**config.mk**
```make
export PLATFORM = sky130hd
export DESIGN_NAME = bus_uart_bridge
export DESIGN_NICKNAME = d
export VERILOG_FILES = /design/src/rtl/bus_uart_bridge_pkg.sv /design/src/rtl/bus_uart_bridge_phy.sv /design/src/rtl/bus_uart_bridge.sv
export SDC_FILE = /design/constraint.sdc
export NUM_CORES = 1
export LEC_CHECK = 0
export ABC_CLOCK_PERIOD_IN_PS = 2300
export BUFFER_PORTS_ARGS = -buffer_cell sky130_fd_sc_hd__buf_4
export CORE_MARGIN = 2
export CORE_UTILIZATION = 53
export CTS_CLUSTER_SIZE = 12
export DETAILED_ROUTE_END_ITERATION = 10
export PLACE_DENSITY = 0.74
export SYNTH_ARGS = -nofsm -noshare
export SYNTH_HDL_FRONTEND = slang
export SYNTH_SLANG_ARGS = --single-unit
```
**constraint.sdc**
```tcl
create_clock -name bus_clk -period 2.3 [get_ports bus_clk]
set_clock_uncertainty 0.1 [all_clocks]
set_input_delay 0.115 -clock bus_clk [delete_from_list [all_inputs] [get_ports bus_clk]]
set_output_delay 0.115 -clock bus_clk [all_outputs]
set_load 0.05 [all_outputs]
```
**src/rtl/bus_uart_bridge_pkg.sv**
```systemverilog
// Shared definitions for the serial-to-bus debug bridge.
//   state_e   : frame parser / bus request FSM states
//   CMD_*     : host command bytes
//   RSP_*     : reply bytes sent back to the host
package bus_uart_bridge_pkg;

    typedef enum logic [2:0] {
        StIdle,
        StGetAddr,
        StGetData,
        StReq,
        StWaitAck,
        StReply
    } state_e;

    localparam logic [7:0] CMD_RD  = 8'h52;  // 'R'
    localparam logic [7:0] CMD_WR  = 8'h57;  // 'W'
    localparam logic [7:0] RSP_OK  = 8'h4B;  // 'K'
    localparam logic [7:0] RSP_TO  = 8'h54;  // 'T'
    localparam logic [7:0] RSP_ERR = 8'h3F;  // '?'

endpackage

```
**src/rtl/bus_uart_bridge_phy.sv**
```systemverilog
// 8N1 UART serialiser/deserialiser, single clock domain.
//   clk, rst_n          : clock, async active-low reset
//   ser_rx / ser_tx     : serial lines, idle high
//   rx_data, rx_valid   : received byte, rx_valid is a 1-cycle pulse
//   tx_data, tx_start   : byte to send, accepted when tx_busy is low
//   tx_busy             : low during the final cycle of a stop bit so bytes can chain
module uart_phy #(
    parameter int unsigned CLK_DIV = 868
) (
    input  logic       clk,
    input  logic       rst_n,
    input  logic       ser_rx,
    output logic       ser_tx,
    output logic [7:0] rx_data,
    output logic       rx_valid,
    input  logic [7:0] tx_data,
    input  logic       tx_start,
    output logic       tx_busy
);
    localparam int unsigned CW = $clog2(CLK_DIV);

    logic          rx_s1_q, rx_s2_q, rx_prev_q, rx_act_q;
    logic [CW-1:0] rx_cnt_q;
    logic [3:0]    rx_bit_q;
    logic [7:0]    rx_sh_q;

    logic          tx_act_q, tx_last;
    logic [CW-1:0] tx_cnt_q;
    logic [3:0]    tx_bit_q;
    logic [9:0]    tx_sh_q;

    // rx_bit_q: 0 = start bit, 1..8 = data bits, 9 = stop bit
    always_ff @(posedge clk or negedge rst_n) begin
        if (!rst_n) begin
            rx_s1_q   <= 1'b1;
            rx_s2_q   <= 1'b1;
            rx_prev_q <= 1'b1;
            rx_act_q  <= 1'b0;
            rx_cnt_q  <= '0;
            rx_bit_q  <= '0;
            rx_sh_q   <= '0;
            rx_data   <= '0;
            rx_valid  <= 1'b0;
        end else begin
            rx_s1_q   <= ser_rx;
            rx_s2_q   <= rx_s1_q;
            rx_prev_q <= rx_s2_q;
            rx_valid  <= 1'b0;
            if (!rx_act_q) begin
                if (rx_prev_q && !rx_s2_q) begin
                    rx_act_q <= 1'b1;
                    rx_cnt_q <= CW'(CLK_DIV / 2 - 1);
                    rx_bit_q <= '0;
                end
            end else if (rx_cnt_q != '0) begin
                rx_cnt_q <= rx_cnt_q - 1'b1;
            end else begin
                rx_cnt_q <= CW'(CLK_DIV - 1);
                if (rx_bit_q == 4'd0) begin
                    // Start bit high again at mid-bit: treat as a glitch.
                    if (rx_s2_q) rx_act_q <= 1'b0;
                    else         rx_bit_q <= 4'd1;
                end else if (rx_bit_q == 4'd9) begin
                    rx_act_q <= 1'b0;
                    if (rx_s2_q) begin
                        rx_valid <= 1'b1;
                        rx_data  <= rx_sh_q;
                    end
                end else begin
                    rx_sh_q  <= {rx_s2_q, rx_sh_q[7:1]};
                    rx_bit_q <= rx_bit_q + 4'd1;
                end
            end
        end
    end

    assign tx_last = tx_act_q && (tx_cnt_q == '0) && (tx_bit_q == 4'd9);
    assign tx_busy = tx_act_q && !tx_last;
    assign ser_tx  = tx_act_q ? tx_sh_q[0] : 1'b1;

    always_ff @(posedge clk or negedge rst_n) begin
        if (!rst_n) begin
            tx_act_q <= 1'b0;
            tx_cnt_q <= '0;
            tx_bit_q <= '0;
            tx_sh_q  <= '1;
        end else if (tx_start && !tx_busy) begin
            tx_act_q <= 1'b1;
            tx_sh_q  <= {1'b1, tx_data, 1'b0};
            tx_cnt_q <= CW'(CLK_DIV - 1);
            tx_bit_q <= '0;
        end else if (tx_act_q) begin
            if (tx_cnt_q != '0) begin
                tx_cnt_q <= tx_cnt_q - 1'b1;
            end else if (tx_last) begin
                tx_act_q <= 1'b0;
            end else begin
                tx_sh_q  <= {1'b1, tx_sh_q[9:1]};
                tx_bit_q <= tx_bit_q + 4'd1;
                tx_cnt_q <= CW'(CLK_DIV - 1);
            end
        end
    end

endmodule

```
**src/rtl/bus_uart_bridge.sv**
```systemverilog
// Serial-to-bus debug bridge: parses 'R'/'W' frames from the host UART, issues one
// 32-bit bus access and answers with 'K' (+ read data), 'T' on timeout or '?' for junk.
//   bus_clk, bus_reset_l          : clock, async active-low reset
//   ser_rx, ser_tx                : host UART, 8N1, CLK_DIV cycles per bit
//   bus_addr/bus_wr_data/bus_be   : request fields, held from REQ through WAIT_ACK
//   bus_rd_req/bus_wr_req         : single-cycle request pulses
//   bus_rd_data/bus_rd_ack        : read return
//   bus_wr_ack                    : write completion
//   busy                          : high whenever the FSM is not idle
module bus_uart_bridge
    import bus_uart_bridge_pkg::*;
#(
    parameter int unsigned CLK_DIV     = 868,
    parameter int unsigned ACK_TIMEOUT = 1024,
    parameter int unsigned RX_IDLE     = 1000000
) (
    input  logic        bus_clk,
    input  logic        bus_reset_l,
    input  logic        ser_rx,
    output logic        ser_tx,
    output logic [31:0] bus_addr,
    output logic [31:0] bus_wr_data,
    output logic [3:0]  bus_be,
    output logic        bus_rd_req,
    output logic        bus_wr_req,
    input  logic [31:0] bus_rd_data,
    input  logic        bus_rd_ack,
    input  logic        bus_wr_ack,
    output logic        busy
);
    localparam int unsigned TO_W   = $clog2(ACK_TIMEOUT + 1);
    localparam int unsigned IDLE_W = $clog2(RX_IDLE + 1);

    state_e              state_q, state_d;
    logic                is_wr_q, is_wr_d;
    logic [1:0]          byte_cnt_q, byte_cnt_d;
    logic [31:0]         addr_q, addr_d, data_q, data_d;
    logic [TO_W-1:0]     to_cnt_q, to_cnt_d;
    logic [IDLE_W-1:0]   idle_cnt_q, idle_cnt_d;
    logic [39:0]         rep_q, rep_d;      // reply bytes, MSB first
    logic [2:0]          rep_left_q, rep_left_d;
    logic                err_pend_q, err_pend_d;

    logic [7:0] rx_data, tx_data;
    logic       rx_valid, tx_start, tx_busy;

    uart_phy #(
        .CLK_DIV (CLK_DIV)
    ) u_phy (
        .clk      (bus_clk),
        .rst_n    (bus_reset_l),
        .ser_rx   (ser_rx),
        .ser_tx   (ser_tx),
        .rx_data  (rx_data),
        .rx_valid (rx_valid),
        .tx_data  (tx_data),
        .tx_start (tx_start),
        .tx_busy  (tx_busy)
    );

    always_ff @(posedge bus_clk or negedge bus_reset_l) begin
        if (!bus_reset_l) begin
            state_q    <= StIdle;
            is_wr_q    <= 1'b0;
            byte_cnt_q <= '0;
            addr_q     <= '0;
            data_q     <= '0;
            to_cnt_q   <= '0;
            idle_cnt_q <= '0;
            rep_q      <= '0;
            rep_left_q <= '0;
            err_pend_q <= 1'b0;
        end else begin
            state_q    <= state_d;
            is_wr_q    <= is_wr_d;
            byte_cnt_q <= byte_cnt_d;
            addr_q     <= addr_d;
            data_q     <= data_d;
            to_cnt_q   <= to_cnt_d;
            idle_cnt_q <= idle_cnt_d;
            rep_q      <= rep_d;
            rep_left_q <= rep_left_d;
            err_pend_q <= err_pend_d;
        end
    end

    always_comb begin
        state_d    = state_q;
        is_wr_d    = is_wr_q;
        byte_cnt_d = byte_cnt_q;
        addr_d     = addr_q;
        data_d     = data_q;
        to_cnt_d   = to_cnt_q;
        idle_cnt_d = idle_cnt_q;
        rep_d      = rep_q;
        rep_left_d = rep_left_q;
        err_pend_d = err_pend_q;
        tx_start   = 1'b0;
        tx_data    = rep_q[39:32];

        // '?' is sent without leaving IDLE, so it owns the transmitter when pending.
        if (err_pend_q && !tx_busy) begin
            tx_start   = 1'b1;
            tx_data    = RSP_ERR;
            err_pend_d = 1'b0;
        end

        unique case (state_q)
            StIdle: begin
                byte_cnt_d = '0;
                idle_cnt_d = '0;
                if (rx_valid) begin
                    if (rx_data == CMD_RD || rx_data == CMD_WR) begin
                        is_wr_d = (rx_data == CMD_WR);
                        state_d = StGetAddr;
                    end else begin
                        err_pend_d = 1'b1;
                    end
                end
            end
            StGetAddr, StGetData: begin
                if (rx_valid) begin
                    idle_cnt_d = '0;
                    byte_cnt_d = byte_cnt_q + 2'd1;
                    if (state_q == StGetAddr) addr_d = {addr_q[23:0], rx_data};
                    else                      data_d = {data_q[23:0], rx_data};
                    if (byte_cnt_q == 2'd3) begin
                        state_d = (state_q == StGetAddr && is_wr_q) ? StGetData : StReq;
                    end
                end else if (idle_cnt_q == IDLE_W'(RX_IDLE - 1)) begin
                    state_d = StIdle;  // host went quiet mid-frame: resync silently
                end else begin
                    idle_cnt_d = idle_cnt_q + 1'b1;
                end
            end
            StReq: begin
                to_cnt_d = '0;
                state_d  = StWaitAck;
            end
            StWaitAck: begin
                if (is_wr_q ? bus_wr_ack : bus_rd_ack) begin
                    rep_d      = {RSP_OK, (is_wr_q ? 32'h0 : bus_rd_data)};
                    rep_left_d = is_wr_q ? 3'd1 : 3'd5;
                    state_d    = StReply;
                end else if (to_cnt_q == TO_W'(ACK_TIMEOUT - 1)) begin
                    rep_d      = {RSP_TO, 32'h0};
                    rep_left_d = 3'd1;
                    state_d    = StReply;
                end else begin
                    to_cnt_d = to_cnt_q + 1'b1;
                end
            end
            StReply: begin
                if (!err_pend_q && !tx_busy) begin
                    if (rep_left_q != '0) begin
                        tx_start   = 1'b1;
                        tx_data    = rep_q[39:32];
                        rep_d      = {rep_q[31:0], 8'h00};
                        rep_left_d = rep_left_q - 3'd1;
                    end else begin
                        state_d = StIdle;  // last stop bit has finished
                    end
                end
            end
            default: state_d = StIdle;
        endcase
    end

    assign busy        = (state_q != StIdle);
    assign bus_rd_req  = (state_q == StReq) && !is_wr_q;
    assign bus_wr_req  = (state_q == StReq) && is_wr_q;
    assign bus_be      = (state_q == StReq || state_q == StWaitAck) ? 4'hF : 4'h0;
    assign bus_addr    = {addr_q[31:2], 2'b00};
    assign bus_wr_data = data_q;

endmodule
```
* After elaboration in Yosys (flattened, before gate mapping)
Index checks and enable logic that the tools add are counted. Widths: inputs -> output; s select.
Storage, ports and cells: flip-flop bits (word level) 205, bits in latches 0, memory bits (writable) 0, ROM bits 0, input port bits 37, output and inout bits 72, word-level logic and storage cells 190, memories 0
Operators by class: $add $sub $neg 8, multiply operators 0, div/mod/pow operators 0, order comparisons 0, equality and inequality tests 30, shift operators 0, mux-type cells 82, bitwise operators 4, reduce and logical (&&, ||, !) cells 43
Operators with widths (number):
- $mux 40 | 4
- $mux 10 | 11
- $pmux 40 s2 | 1
- $mux 4 | 11
- $mux 3 | 14
- $mux 20 | 2
- $pmux 20 s2 | 1
- $mux 32 | 1
- $mux 8 | 4
- $mux 1 | 26
- $mux 11 | 2
- $pmux 11 s2 | 1
- $add 20x1->20 const B | 1
- $eq 20x20->1 const B | 1
- $reduce_bool 10->1 | 2
- $sub 10x1->10 const B | 2
- $eq 8x7->1 const B | 2
- $ne 2x2->1 const B | 8
- $ne 3x3->1 const B | 5
- $pmux 3 s5 | 1
- $reduce_and 3->1 | 5
- $reduce_and 4->1 | 3
- $add 11x1->11 const B | 1
- $eq 11x10->1 const B | 1
- other kinds (26) | 57

* Logic depth before layout (Yosys ltp)
Gate-level depths: netlist (run 1).
word-level depth 14, depth in mapped cells 10, depth with buffers taken out 8

* Modules after synthesis
From an unflattened synthesis (run 1), not the netlist that was laid out.
Second synthesis, totals: cells, all modules 888, area total of the unflattened synthesis 9816.9 um^2
By module, submodules not included:
- bus_uart_bridge | instances 1, cells each 639, area each 6851.6 um^2, seq. area each 3628.5 um^2
- uart_phy | instances 1, cells each 249, area each 2965.3 um^2, seq. area each 1491.4 um^2

* Worst setup path before layout (run 1)
OpenSTA, ideal clock, no wires.
path kind register to register, from reg u_phy.tx_cnt_q[4], to reg state_q[0], library setup time 0.124 ns, data arrival time 2.189 ns, required time 2.076 ns, slack -0.114 ns, cell stages (with the launch flop) 7, buffers on the path 0, clock period less this slack 2.414 ns, path through dfrtp_1 or4_4 o41a_1 o21ai_2 nand4_2 a22o_1 or2_1
On the way: longest elaborated chain between the ends 9
Ends and longest elaborated chain:
- from (decl) | line bus_uart_bridge_phy.sv:28 | logic [CW-1:0] tx_cnt_q;
- from (signal assigned) | line bus_uart_bridge_phy.sv:90 | tx_cnt_q <= CW'(CLK_DIV - 1);
- from (signal assigned) | line bus_uart_bridge_phy.sv:94 | tx_cnt_q <= tx_cnt_q - 1'b1;
- from (signal assigned) | line bus_uart_bridge_phy.sv:100 | tx_cnt_q <= CW'(CLK_DIV - 1);
- $logic_not 10->1 | line bus_uart_bridge_phy.sv:77 | assign tx_last = tx_act_q && (tx_cnt_q == '0) && (tx_bit_q == 4'd9);
- $logic_and 1x1->1 (2 in series) | line bus_uart_bridge_phy.sv:77
- $logic_not 1->1 | line bus_uart_bridge_phy.sv:78 | assign tx_busy = tx_act_q && !tx_last;
- $logic_and 1x1->1 | line bus_uart_bridge_phy.sv:78
- $logic_not 1->1 | line bus_uart_bridge.sv:154 | if (!err_pend_q && !tx_busy) begin
- $logic_and 1x1->1 | line bus_uart_bridge.sv:154
- $ne 2x2->1 (no line)
- $reduce_and 7->1 (no line)
- to (signal assigned) | line bus_uart_bridge.sv:63 | state_q <= StIdle;
- to (signal assigned) | line bus_uart_bridge.sv:74 | state_q <= state_d;
- to (decl) | line bus_uart_bridge.sv:34 | state_e state_q, state_d;
No other way between the ends. A chain may end at the register's enable or synchronous reset.

* Worst setup path after layout (run 1)
from reg u_phy.tx_cnt_q[0], to reg rep_q[27]
On the way: longest elaborated chain between the ends 9
Ends and longest elaborated chain:
- $logic_not 10->1 | line bus_uart_bridge_phy.sv:77
- $logic_and 1x1->1 (2 in series) | line bus_uart_bridge_phy.sv:77
- $logic_not 1->1 | line bus_uart_bridge_phy.sv:78
- $logic_and 1x1->1 | line bus_uart_bridge_phy.sv:78
- $logic_not 1->1 | line bus_uart_bridge.sv:154
- $logic_and 1x1->1 | line bus_uart_bridge.sv:154
- $ne 2x2->1 (no line)
- $reduce_and 4->1 (no line)
- to (signal assigned) | line bus_uart_bridge.sv:81 | rep_q <= rep_d;
- to (decl) | line bus_uart_bridge.sv:40 | logic [39:0] rep_q, rep_d;
No other way between the ends.

==> results of run 1 <==
cell usage in the layout (no fill, tap or decap), types with 5 or more instances in the layout:
master and instances:
nand4_1 11, nor2_1 57, and3_1 14, nand2_2 6, nor3_1 12, mux2_2 81, inv_1 19, dfrtp_1 192
ha_1 12, buf_4 162, clkbuf_8 5, o21ai_1 40, nand3_1 10, buf_12 9, buf_6 6, a31oi_1 13
o21ai_2 8, o21ai_0 54, xor2_1 10, clkbuf_1 9, dlygate4sd3_1 34, clkbuf_16 26, dfstp_2 12, nand3b_1 7
nand2_1 104, a22oi_1 24, nand2b_1 12, o31ai_1 13, a21oi_1 16
kinds of logic (layout without fill, tap and decap cells):
kind of cell	after synthesis	count (layout)
buffers and inverters	102	277
xor gates and xnor gates	14	14
and+or+nand+nor	279	280
DFF	204	204
adders and majority gates	14	14
AOI/OAI and AO/OA	198	198
other	1	2
muxes	82	82
power groups by stage:
stage / logic, mW / clock network (mW) / registers, mW
after floorplan: 0.219 / 0 / 3.81
after global placement: 0.391 / 0 / 3.83
after detailed placement: 0.404 / 0 / 3.83
after CTS: 0.453 / 3.77 / 3.77
after global routing: 0.519 / 3.93 / 3.79
final: 0.450 / 3.70 / 3.78
layout make-up:
cell class	instances	area, µm²
timing repair buffer	215	1893
sequential	204	5120
clock inverter	5	103.9
clock buffer	36	664.4
inverter	21	78.83
fill	1210	5218
multi-input combinational	590	3998
tap	225	281.5
registers in the layout (all words and copies together), names as in the netlist, 9 cells and up:
name and flops:
idle_cnt_q 20, u_phy.tx_sh_q 9, to_cnt_q 11, bus_wr_data 32, addr_q 32, u_phy.tx_cnt_q 10
rep_q 40, u_phy.rx_cnt_q 10
timing repair:
action / CTS / global route
buffers inserted: 4 / 4
gates resized for setup: 23 / 36
endpoints found under the hold margin: 157 / 0
pin swaps: 1 / 20
setup endpoints to repair: 66 / 81
hold buffers: 34 / 0
cloned: 0 / 5
per-stage QoR:
stage	cells	utilization, %	power (mW)	area, µm²
after detailed placement	1209	61.55	4.238	10680
final	1296	69.94	7.928	12140
after global routing	1296	69.94	8.241	12140
after global placement	1209	61.55	4.222	10680
after floorplan	895	-	4.034	9468
after CTS	1288	68.61	7.998	11910
final timing paths:
| kind | depth (start not counted) | to |
|---|---|---|
| worst max-delay path | 9 | rep_q[27]$_DFFE_PN0P_ |
| worst min-delay path | 2 | u_phy.tx_bit_q[2]$_DFFE_PN0P_ |
| worst max register to register | 9 | rep_q[27]$_DFFE_PN0P_ |
| worst min register to register | 0 | u_phy.rx_s2_q$_DFF_PN1_ |
| max in group asynchronous | 3 | u_phy.rx_s1_q$_DFF_PN1_ |
| min in group bus_clk | 5 | rep_q[32]$_DFFE_PN0P_ |
routing by layer:
metal | up-vias | track usage, %
met3 | 52 | 3.458
met1 | 3697 | 30.79
met2 | 160 | 37.84
met5 | - | 0
li1 | 3447 | -
met4 | 0 | 8.076
==> impl_metrics.env, run 1 <==
export IMPL_yosys_area_top_type_share_pct=50.88
export IMPL_htreeDepth=1
export IMPL_switching_share_pct=21.78
export IMPL_clkTransAtPathRegs_ns=0.06
export IMPL_routabilityCongestion=0.8264
export IMPL_max_freq_mhz=394.9
export IMPL_worst_pin_slew_ns=0.6031
export IMPL_finalCriticalPeriod_ns=2.533
export IMPL_crit_reg2reg_launch="u_phy.tx_cnt_q[0]$_DFFE_PN0P_"
export IMPL_clkLatencyLatePin_ns=0.50
export IMPL_ir_drop_mv=0.6081
export IMPL_cts_made_buffers=23
export IMPL_cts_root_buf="clkbuf_16"
export IMPL_synthAdderAreaFrac_pct=1.829
export IMPL_core_mm2=0.01736
export IMPL_dieArea_mm2=0.01890
export IMPL_ant_nets=0
export IMPL_startpoint_type="register"
export IMPL_path_max_fanout=31
export IMPL_status="finished, violations left"
export IMPL_drt_met1_wl_um=9468
export IMPL_drive_gt1_share_pct=32.59
export IMPL_nets=1105
export IMPL_port_buffers=106
export IMPL_avgSynthCellArea_um2=10.56
export IMPL_setup_tns_ns=-11.32
export IMPL_diodes=0
export IMPL_area_growth_pct=28.55
export IMPL_first_pass_iters=5
export IMPL_cp_data_arrival_time_ns=2.80
export IMPL_grt_overflow_total=0
export IMPL_crit_start="u_phy.tx_cnt_q[0]$_DFFE_PN0P_"
export IMPL_rows=48
export IMPL_ys_flop_type="dfrtp_1"
export IMPL_clock_path_buffers=3
export IMPL_highest_layer="met4"
export IMPL_whs_ns=0.08324
export IMPL_post_route_drc_count=0
export IMPL_avgRoutedWirePerCell_um=16.91
export IMPL_pwr_share_comb_pct=5.7
export IMPL_path_cells="inv_2, ha_4, or4b_4, o41a_1, o21ai_2, nand3_4, buf_12, nand2_1, o21ai_1"
export IMPL_power_frac_clock_pct=46.7
export IMPL_p_leak_nw=5.808
export IMPL_seq_area_frac_synth_pct=54.22
export IMPL_power_net_switching_mw=1.727
export IMPL_grt_pass1_vias=7073
export IMPL_synth_simple_area_share_pct=14.28
export IMPL_maxSlewViolCount=0
export IMPL_wirelength_um=21920
export IMPL_seqPwrFrac_pct=47.6
export IMPL_intPower_mw=6.201
export IMPL_yosys_cell_count_top_type="dfrtp_1"
export IMPL_rsz0062_at_grt="yes"
export IMPL_antenna_found_initial=0
export IMPL_synthTopCellsByCount="dfrtp_1 (192), nand2_1 (111), mux2_2 (81)"
export IMPL_setup_viol=68
export IMPL_ys_ff_latch=204
export IMPL_vias_per_cell=5.676
export IMPL_yosys_top_cells_area="dfrtp_1 (51%), mux2_2 (9.7%), nand2_1 (4.4%), dfstp_2 (3.3%), o21ai_0 (3.3%)"
export IMPL_async_flop_share_pct=100.0
export IMPL_path_buf_inv=2
export IMPL_p_per_area_mw_per_mm2=653.1
export IMPL_die_h_um=137.5
export IMPL_synth_largest_area_cell="dfrtp_1"
export IMPL_post_route_period_util_pct=110.1
export IMPL_hpwl_um=13770
export IMPL_synth_top_family_by_area="simple AND/OR/NAND/NOR gates"
export IMPL_grt_max_degree=71
export IMPL_io_pins=109
export IMPL_grt_usage_pct=22.84
export IMPL_end_kind="register"
export IMPL_cts_tree="done"
export IMPL_synthXorXnorAreaFrac_pct=1.299
export IMPL_cp_top_family="simple AND/OR/NAND/NOR gates"
export IMPL_relSlewSlack_pct=59.79
export IMPL_cp_slowest_cell="or4b_4"
export IMPL_grt_pass1_wl_um=34900
export IMPL_criticalPathCategory="reg2reg"
export IMPL_die_x_um=137.5
export IMPL_synth_cells=894
export IMPL_dp_slack_ns=-0.1944
export IMPL_ys_types=62
export IMPL_violations="setup timing"
export IMPL_rrSetupSlack_ns=-0.23
export IMPL_synth_compound_area_share_pct=12.92
export IMPL_cp_required_ns=2.57
export IMPL_drv_cap=0
export IMPL_initial_core_util_pct=54.40
export IMPL_slowest_delay_ns=0.46
export IMPL_wl_met3_um=740
export IMPL_synth_mux_area_share_pct=9.765
export IMPL_hold_class="in2async"
export IMPL_hold_viol_final=0
export IMPL_via_count=7356
export IMPL_synth_edf_count=0
export IMPL_drt_initial_drc_count=483
export IMPL_setup_ws_ns=-0.2326
export IMPL_yosys_warnings=0
export IMPL_met2_length_um=11100
export IMPL_netlist_area_mm2=0.009443
export IMPL_clkSinkCount=204
No activity file was read; power rests on OpenSTA's default activity.
==> inputs of run 2 (changes only) <==
--- a/config.mk
+++ b/config.mk
@@ -11,7 +11,7 @@
 export CORE_UTILIZATION = 53
 export CTS_CLUSTER_SIZE = 12
 export DETAILED_ROUTE_END_ITERATION = 10
-export PLACE_DENSITY = 0.74
+export PLACE_DENSITY_LB_ADDON = 0.08
 export SYNTH_ARGS = -nofsm -noshare
 export SYNTH_HDL_FRONTEND = slang
 export SYNTH_SLANG_ARGS = --single-unit
==> run 2 against run 1 <==
Effect of this change: the run still ends with setup timing left; power down 3.2%; non-clock buffer count unchanged; flip-flop and latch count unchanged; clock power down 7.6%; core utilization down 0.30 points; final cell count unchanged; worst setup slack better by 0.012 ns; critical path type unchanged; worst hold slack worse by 0.067 ns; cell area down 0.42%; combinational power up 4.4%; global-route usage down 0.41 points; register-to-register slack about the same.
==> impl_metrics.env, run 2 (same netlist as run 1, synthesis figures left out) <==
export IMPL_via_count=7226
export IMPL_routabilityCongestion=0.8573
export IMPL_p_per_area_mw_per_mm2=635.1
export IMPL_rrSetupSlack_ns=-0.22
export IMPL_criticalPathCategory="reg2reg"
export IMPL_initial_core_util_pct=54.40
export IMPL_clkTransAtPathRegs_ns=0.06
export IMPL_final_cells=1296
export IMPL_grt_pass1_wl_um=34310
export IMPL_hold_class="in2reg"
export IMPL_largest_reg_flops=40
export IMPL_vias_per_cell=5.576
export IMPL_grt_max_degree=69
export IMPL_setup_viol=63
export IMPL_rsz0062_at_grt="yes"
export IMPL_port_buffers=106
export IMPL_relSlewSlack_pct=53.21
export IMPL_drive_gt1_share_pct=33.05
export IMPL_ir_drop_mv=0.6916
export IMPL_maxSlewViolCount=0
export IMPL_holdCritStartpoint="bus_wr_ack"
export IMPL_nFillCells=1257
export IMPL_crit_start="u_phy.tx_cnt_q[0]$_DFFE_PN0P_"
export IMPL_hold_viol_final=0
export IMPL_antenna_found_initial=0
export IMPL_largest_register="rep_q"
export IMPL_drv_cap=0
export IMPL_max_freq_mhz=396.7
export IMPL_clkSinkCount=204
export IMPL_whs_ns=0.01662
export IMPL_clkLatencyLatePin_ns=0.50
export IMPL_area_growth_pct=28.01
export IMPL_die_x_um=137.5
export IMPL_cp_data_arrival_time_ns=2.84
export IMPL_end_kind="register"
export IMPL_ant_nets=0
export IMPL_nets=1105
export IMPL_diodes=0
export IMPL_clock_path_buffers=3
export IMPL_grt_overflow_total=0
export IMPL_post_route_period_util_pct=109.6
export IMPL_p_leak_nw=5.796
export IMPL_path_buf_inv=3
export IMPL_path_cells="inv_2, ha_4, or4b_4, o41a_1, o21ai_2, nand3_4, buf_4, clkbuf_16, o21ai_1"
export IMPL_status="finished, violations left"
export IMPL_dieArea_mm2=0.01890
export IMPL_violations="setup timing"
export IMPL_hpwl_um=13760
export IMPL_htreeDepth=1
export IMPL_cts_root_buf="clkbuf_16"
export IMPL_rows=48
export IMPL_io_pins=109
export IMPL_startpoint_type="register"
export IMPL_slowest_delay_ns=0.45
export IMPL_crit_reg2reg_launch="u_phy.tx_cnt_q[0]$_DFFE_PN0P_"
export IMPL_cp_slowest_cell="or4b_4"
export IMPL_wirelength_um=21370
export IMPL_cp_top_family="compound AO/OA/AOI/OAI gates"
export IMPL_final_common_cell="dfrtp_1"
export IMPL_dp_cells=1204
export IMPL_first_pass_iters=5
export IMPL_most_common_layout_cells="dfrtp_1 (191), buf_4 (161), nand2_1 (101), mux2_2 (81)"
export IMPL_cp_required_ns=2.61
export IMPL_core_mm2=0.01736
export IMPL_cts_made_buffers=23
export IMPL_die_h_um=137.5
export IMPL_grt_usage_pct=22.43
export IMPL_worst_pin_slew_ns=0.7018
export IMPL_finalCriticalPeriod_ns=2.521
export IMPL_setup_ws_ns=-0.2208
export IMPL_avgRoutedWirePerCell_um=16.49
export IMPL_drt_initial_drc_count=518
export IMPL_path_max_fanout=12
export IMPL_grt_pass1_vias=7145
export IMPL_post_route_drc_count=0
export IMPL_cts_tree="done"
[run 2: cell types whose count changed in the layout (fill, tap and decap cells not counted), moves of 2 or more]
cell | before | now
nand2_1 | 104 | 101
bufinv_16 | 3 | 0
and3_1 | 14 | 12
clkbuf_8 | 5 | 7
clkinv_2 | 1 | 3
nor3_2 | 1 | 3
nand2_2 | 6 | 8
o21ai_0 | 54 | 56
nor3_4 | 2 | 0
a21oi_1 | 16 | 18
and3_2 | 0 | 2
[run 2: final timing paths]
kind                            cells after the start                  endpoint
worst max-delay path                                9     rep_q[38]$_DFFE_PN0P_
worst min-delay path                                5     rep_q[35]$_DFFE_PN0P_
worst max register to register                      9     rep_q[38]$_DFFE_PN0P_
worst min register to register                      0   u_phy.rx_s2_q$_DFF_PN1_
max in group asynchronous                           3   u_phy.rx_s1_q$_DFF_PN1_
min in group asynchronous                           2  u_phy.tx_act_q$_DFF_PN0_
[run 2: layer usage]
layer  routed length (µm)  track usage [%]  part of all wire, %
met5                    0                0                    0
met3                  775            3.422                  3.6
met2                10810            39.05                   51
met4                  401            6.243                  1.9
met1                 9382            29.23                   44
[run 2: timing repair]
item,4_1_cts,5_1_grt
pin swaps,15,13
setup buffers,5,8
endpoints found under the hold margin,127,0
gates resized for setup,20,44
setup endpoints to repair,71,121
gates cloned,1,3
hold buffers,34,0
[run 2: stage by stage]
| stage | utilization [%] | setup slack [ns] | power (mW) | instance area [µm²] | setup TNS [ns] |
|---|---|---|---|---|---|
| 3_5_place_dp | 61.21 | -0.2191 | 4.250 | 10620 | -9.221 |
| 3_3_place_gp | 61.21 | -0.1353 | 4.215 | 10620 | -4.863 |
| 6_report | 69.64 | -0.2208 | 7.677 | 12090 | -7.817 |
| 4_1_cts | 67.86 | -0.1668 | 7.712 | 11780 | -6.330 |
| 2_1_floorplan | - | -0.1016 | 4.034 | 9468 | -2.117 |
| 5_1_grt | 69.64 | -0.3187 | 7.986 | 12090 | -14.00 |
[run 2: tightest hold or removal path, cell delays in order]
cell and delay (ns):
buf_4 0.09, mux2i_4 0.08, nand2_1 0.09, o21ai_0 0.08
o21ai_1 0.11
[run 2: cell type report]
cell class	count	area (µm²)	area share, %
Clock buffer	38	691.9	5.724
Clock inverter	3	15.01	0.1242
Inverter	21	78.83	0.6521
Multi-Input combinational cell	590	3994	33.04
Sequential cell	204	5121	42.37
Tap cell	225	281.5	2.329
Timing Repair Buffer	215	1906	15.76
[run 2: power breakdown]
group          leakage [nW]  switching [mW]  internal, mW
clock network         0.349            1.38          2.04
registers              2.77           0.110          3.68
logic                  2.67           0.251         0.219
total                  5.80            1.74          5.94
==> inputs of run 3 (changes only) <==
--- a/config.mk
+++ b/config.mk
@@ -8,7 +8,7 @@
 export ABC_CLOCK_PERIOD_IN_PS = 2300
 export BUFFER_PORTS_ARGS = -buffer_cell sky130_fd_sc_hd__buf_4
 export CORE_MARGIN = 2
-export CORE_UTILIZATION = 53
+export CORE_UTILIZATION = 23
 export CTS_CLUSTER_SIZE = 12
 export DETAILED_ROUTE_END_ITERATION = 10
 export PLACE_DENSITY_LB_ADDON = 0.08
==> run 3 against run 2 <==
Effect of this change: the flow still finishes with violations (setup timing); cell area grew 9.8%; via count increased by 1.2%; core utilization shrank 37 points; worst setup slack gained 0.0018 ns; critical path depth rose by 1; final cell count increased by 27%; register-to-register slack about the same; sequential power is essentially flat; routed wire length is 22% higher; global-route usage down 11 points; power increased by 11%; critical path type unchanged; largest cell class unchanged.
==> impl_metrics.env, run 3 (same netlist as run 1, synthesis figures left out) <==
export IMPL_status="finished, violations left"
export IMPL_violations="setup timing"
export IMPL_rows=74
export IMPL_ant_nets=0
export IMPL_criticalPathCategory="reg2reg"
export IMPL_grt_pass1_vias=7148
export IMPL_core_mm2=0.04065
export IMPL_grt_max_degree=65
export IMPL_drive_gt1_share_pct=39.82
export IMPL_path_max_fanout=7
export IMPL_dieArea_mm2=0.04269
export IMPL_post_route_drc_count=0
export IMPL_initial_core_util_pct=23.23
export IMPL_max_freq_mhz=397.0
export IMPL_port_buffers=106
export IMPL_cp_slowest_cell="or4b_4"
export IMPL_area_growth_pct=40.55
export IMPL_nets=1149
export IMPL_routabilityCongestion=0.7173
export IMPL_setup_viol=68
export IMPL_htreeDepth=1
export IMPL_crit_reg2reg_launch="u_phy.tx_cnt_q[0]$_DFFE_PN0P_"
export IMPL_first_pass_iters=4
export IMPL_setup_ws_ns=-0.2189
export IMPL_vias_per_cell=4.426
export IMPL_fin_area_mm2=0.01327
export IMPL_cp_data_arrival_time_ns=2.84
export IMPL_grt_pass1_wl_um=40480
export IMPL_clock_path_buffers=3
export IMPL_io_pins=109
export IMPL_finalCriticalPeriod_ns=2.519
export IMPL_die_h_um=206.6
export IMPL_wirelength_um=26130
export IMPL_avgRoutedWirePerCell_um=15.82
export IMPL_most_common_layout_cells="dfrtp_1 (191), buf_4 (191), nand2_1 (93), mux2_2 (81), nor2_1 (57)"
export IMPL_setup_tns_ns=-10.12
export IMPL_path_buf_inv=3
export IMPL_via_count=7312
export IMPL_diodes=0
export IMPL_largest_register="rep_q"
export IMPL_cts_tree="done"
export IMPL_maxSlewViolCount=0
export IMPL_hold_class="in2reg"
export IMPL_clkLatencyLatePin_ns=0.55
export IMPL_startpoint_type="register"
export IMPL_holdCritStartpoint="ser_rx"
export IMPL_slowest_delay_ns=0.46
export IMPL_crit_start="u_phy.tx_cnt_q[0]$_DFFE_PN0P_"
export IMPL_rrSetupSlack_ns=-0.22
export IMPL_drv_cap=0
export IMPL_drt_initial_drc_count=346
export IMPL_postPlaceCellArea_mm2=0.01125
export IMPL_cp_top_family="compound AO/OA/AOI/OAI gates"
export IMPL_hold_viol_final=0
export IMPL_rsz0062_at_grt="yes"
export IMPL_hpwl_um=16620
export IMPL_largest_reg_flops=40
export IMPL_clkSinkCount=204
export IMPL_p_per_area_mw_per_mm2=644.7
export IMPL_grt_overflow_total=0
export IMPL_p_leak_nw=6.166
export IMPL_grt_usage_pct=11.75
export IMPL_end_kind="register"
export IMPL_path_cells="inv_2, ha_4, or4b_4, o41a_1, o21ai_2, nand3_4, buf_12, clkbuf_16, nand2_2, o21ai_1"
export IMPL_cp_required_ns=2.62
export IMPL_antenna_found_initial=0
export IMPL_cts_root_buf="clkbuf_16"
export IMPL_clkTransAtPathRegs_ns=0.06
export IMPL_cts_made_buffers=27
export IMPL_die_x_um=206.6
export IMPL_ir_drop_mv=0.4255
export IMPL_post_route_period_util_pct=109.5
-- run 3: cell count changes in the layout (fill, tap and decap cells not counted), sizes merged, moves of 2 or more --
cell	delta
buf	+36
bufinv	+2
clkbuf	+5
clkinv	+2
-- run 3: metal layers --
metal | GRT usage (%) | vias up | share of wire [%]
li1 | - | 3555 | -
met4 | 3.240 | 0 | 1.8
met5 | 0 | - | 0
met1 | 17.85 | 3627 | 51
met2 | 17.00 | 97 | 44
met3 | 1.962 | 33 | 3.3
-- run 3: path summary, 6_finish.rpt --
kind,end,cells past startpoint
setup reg to reg,rep_q[20]$_DFFE_PN0P_,10
hold reg to reg,u_phy.rx_s2_q$_DFF_PN1_,0
max in group asynchronous,u_phy.rx_prev_q$_DFF_PN1_,4
min in group asynchronous,idle_cnt_q[14]$_DFFE_PN0P_,3
setup / recovery,rep_q[20]$_DFFE_PN0P_,10
hold / removal,u_phy.rx_s1_q$_DFF_PN1_,2
-- run 3: where the power goes --
group / total, mW / leakage [nW] / switching (mW) / internal [mW]
Combinational: 0.465 / 2.94 / 0.251 / 0.214
Clock: 4.31 / 0.450 / 1.68 / 2.64
Sequential: 3.78 / 2.77 / 0.0990 / 3.68
Total: 8.56 / 6.17 / 2.03 / 6.53
-- run 3: stage by stage --
stage | util, % | power [mW] | setup WS [ns] | instances | hold slack (ns)
floorplan | - | 4.034 | -0.1016 | 895 | -0.2806
global placement | 27.69 | 4.260 | -0.1446 | 1544 | -0.01429
detailed placement | 27.69 | 4.261 | -0.1957 | 1544 | -0.02012
CTS | 30.96 | 8.715 | -0.1546 | 1632 | 0.07809
global route | 32.65 | 8.940 | -0.3074 | 1652 | 0.1026
finish | 32.65 | 8.557 | -0.2189 | 1652 | 0.1152
-- run 3: layout make-up --
type	count	area, µm²
clock buffers	41	808.3
fillers	4148	27380
repair buffers	254	2265
multi-input cells	591	4232
flip-flops and latches	204	5121
clock inverters	9	101.3
well taps	532	665.6
inverters	21	78.83
-- run 3: repair_timing --
item                       in CTS  in global routing
setup endpoints to repair      80                118
buffers inserted                2                  8
hold buffers                   36                  0
gates cloned                    0                 13
pin swaps                       1                 41
hold endpoints to repair      230                  0
gates resized for setup        11                127
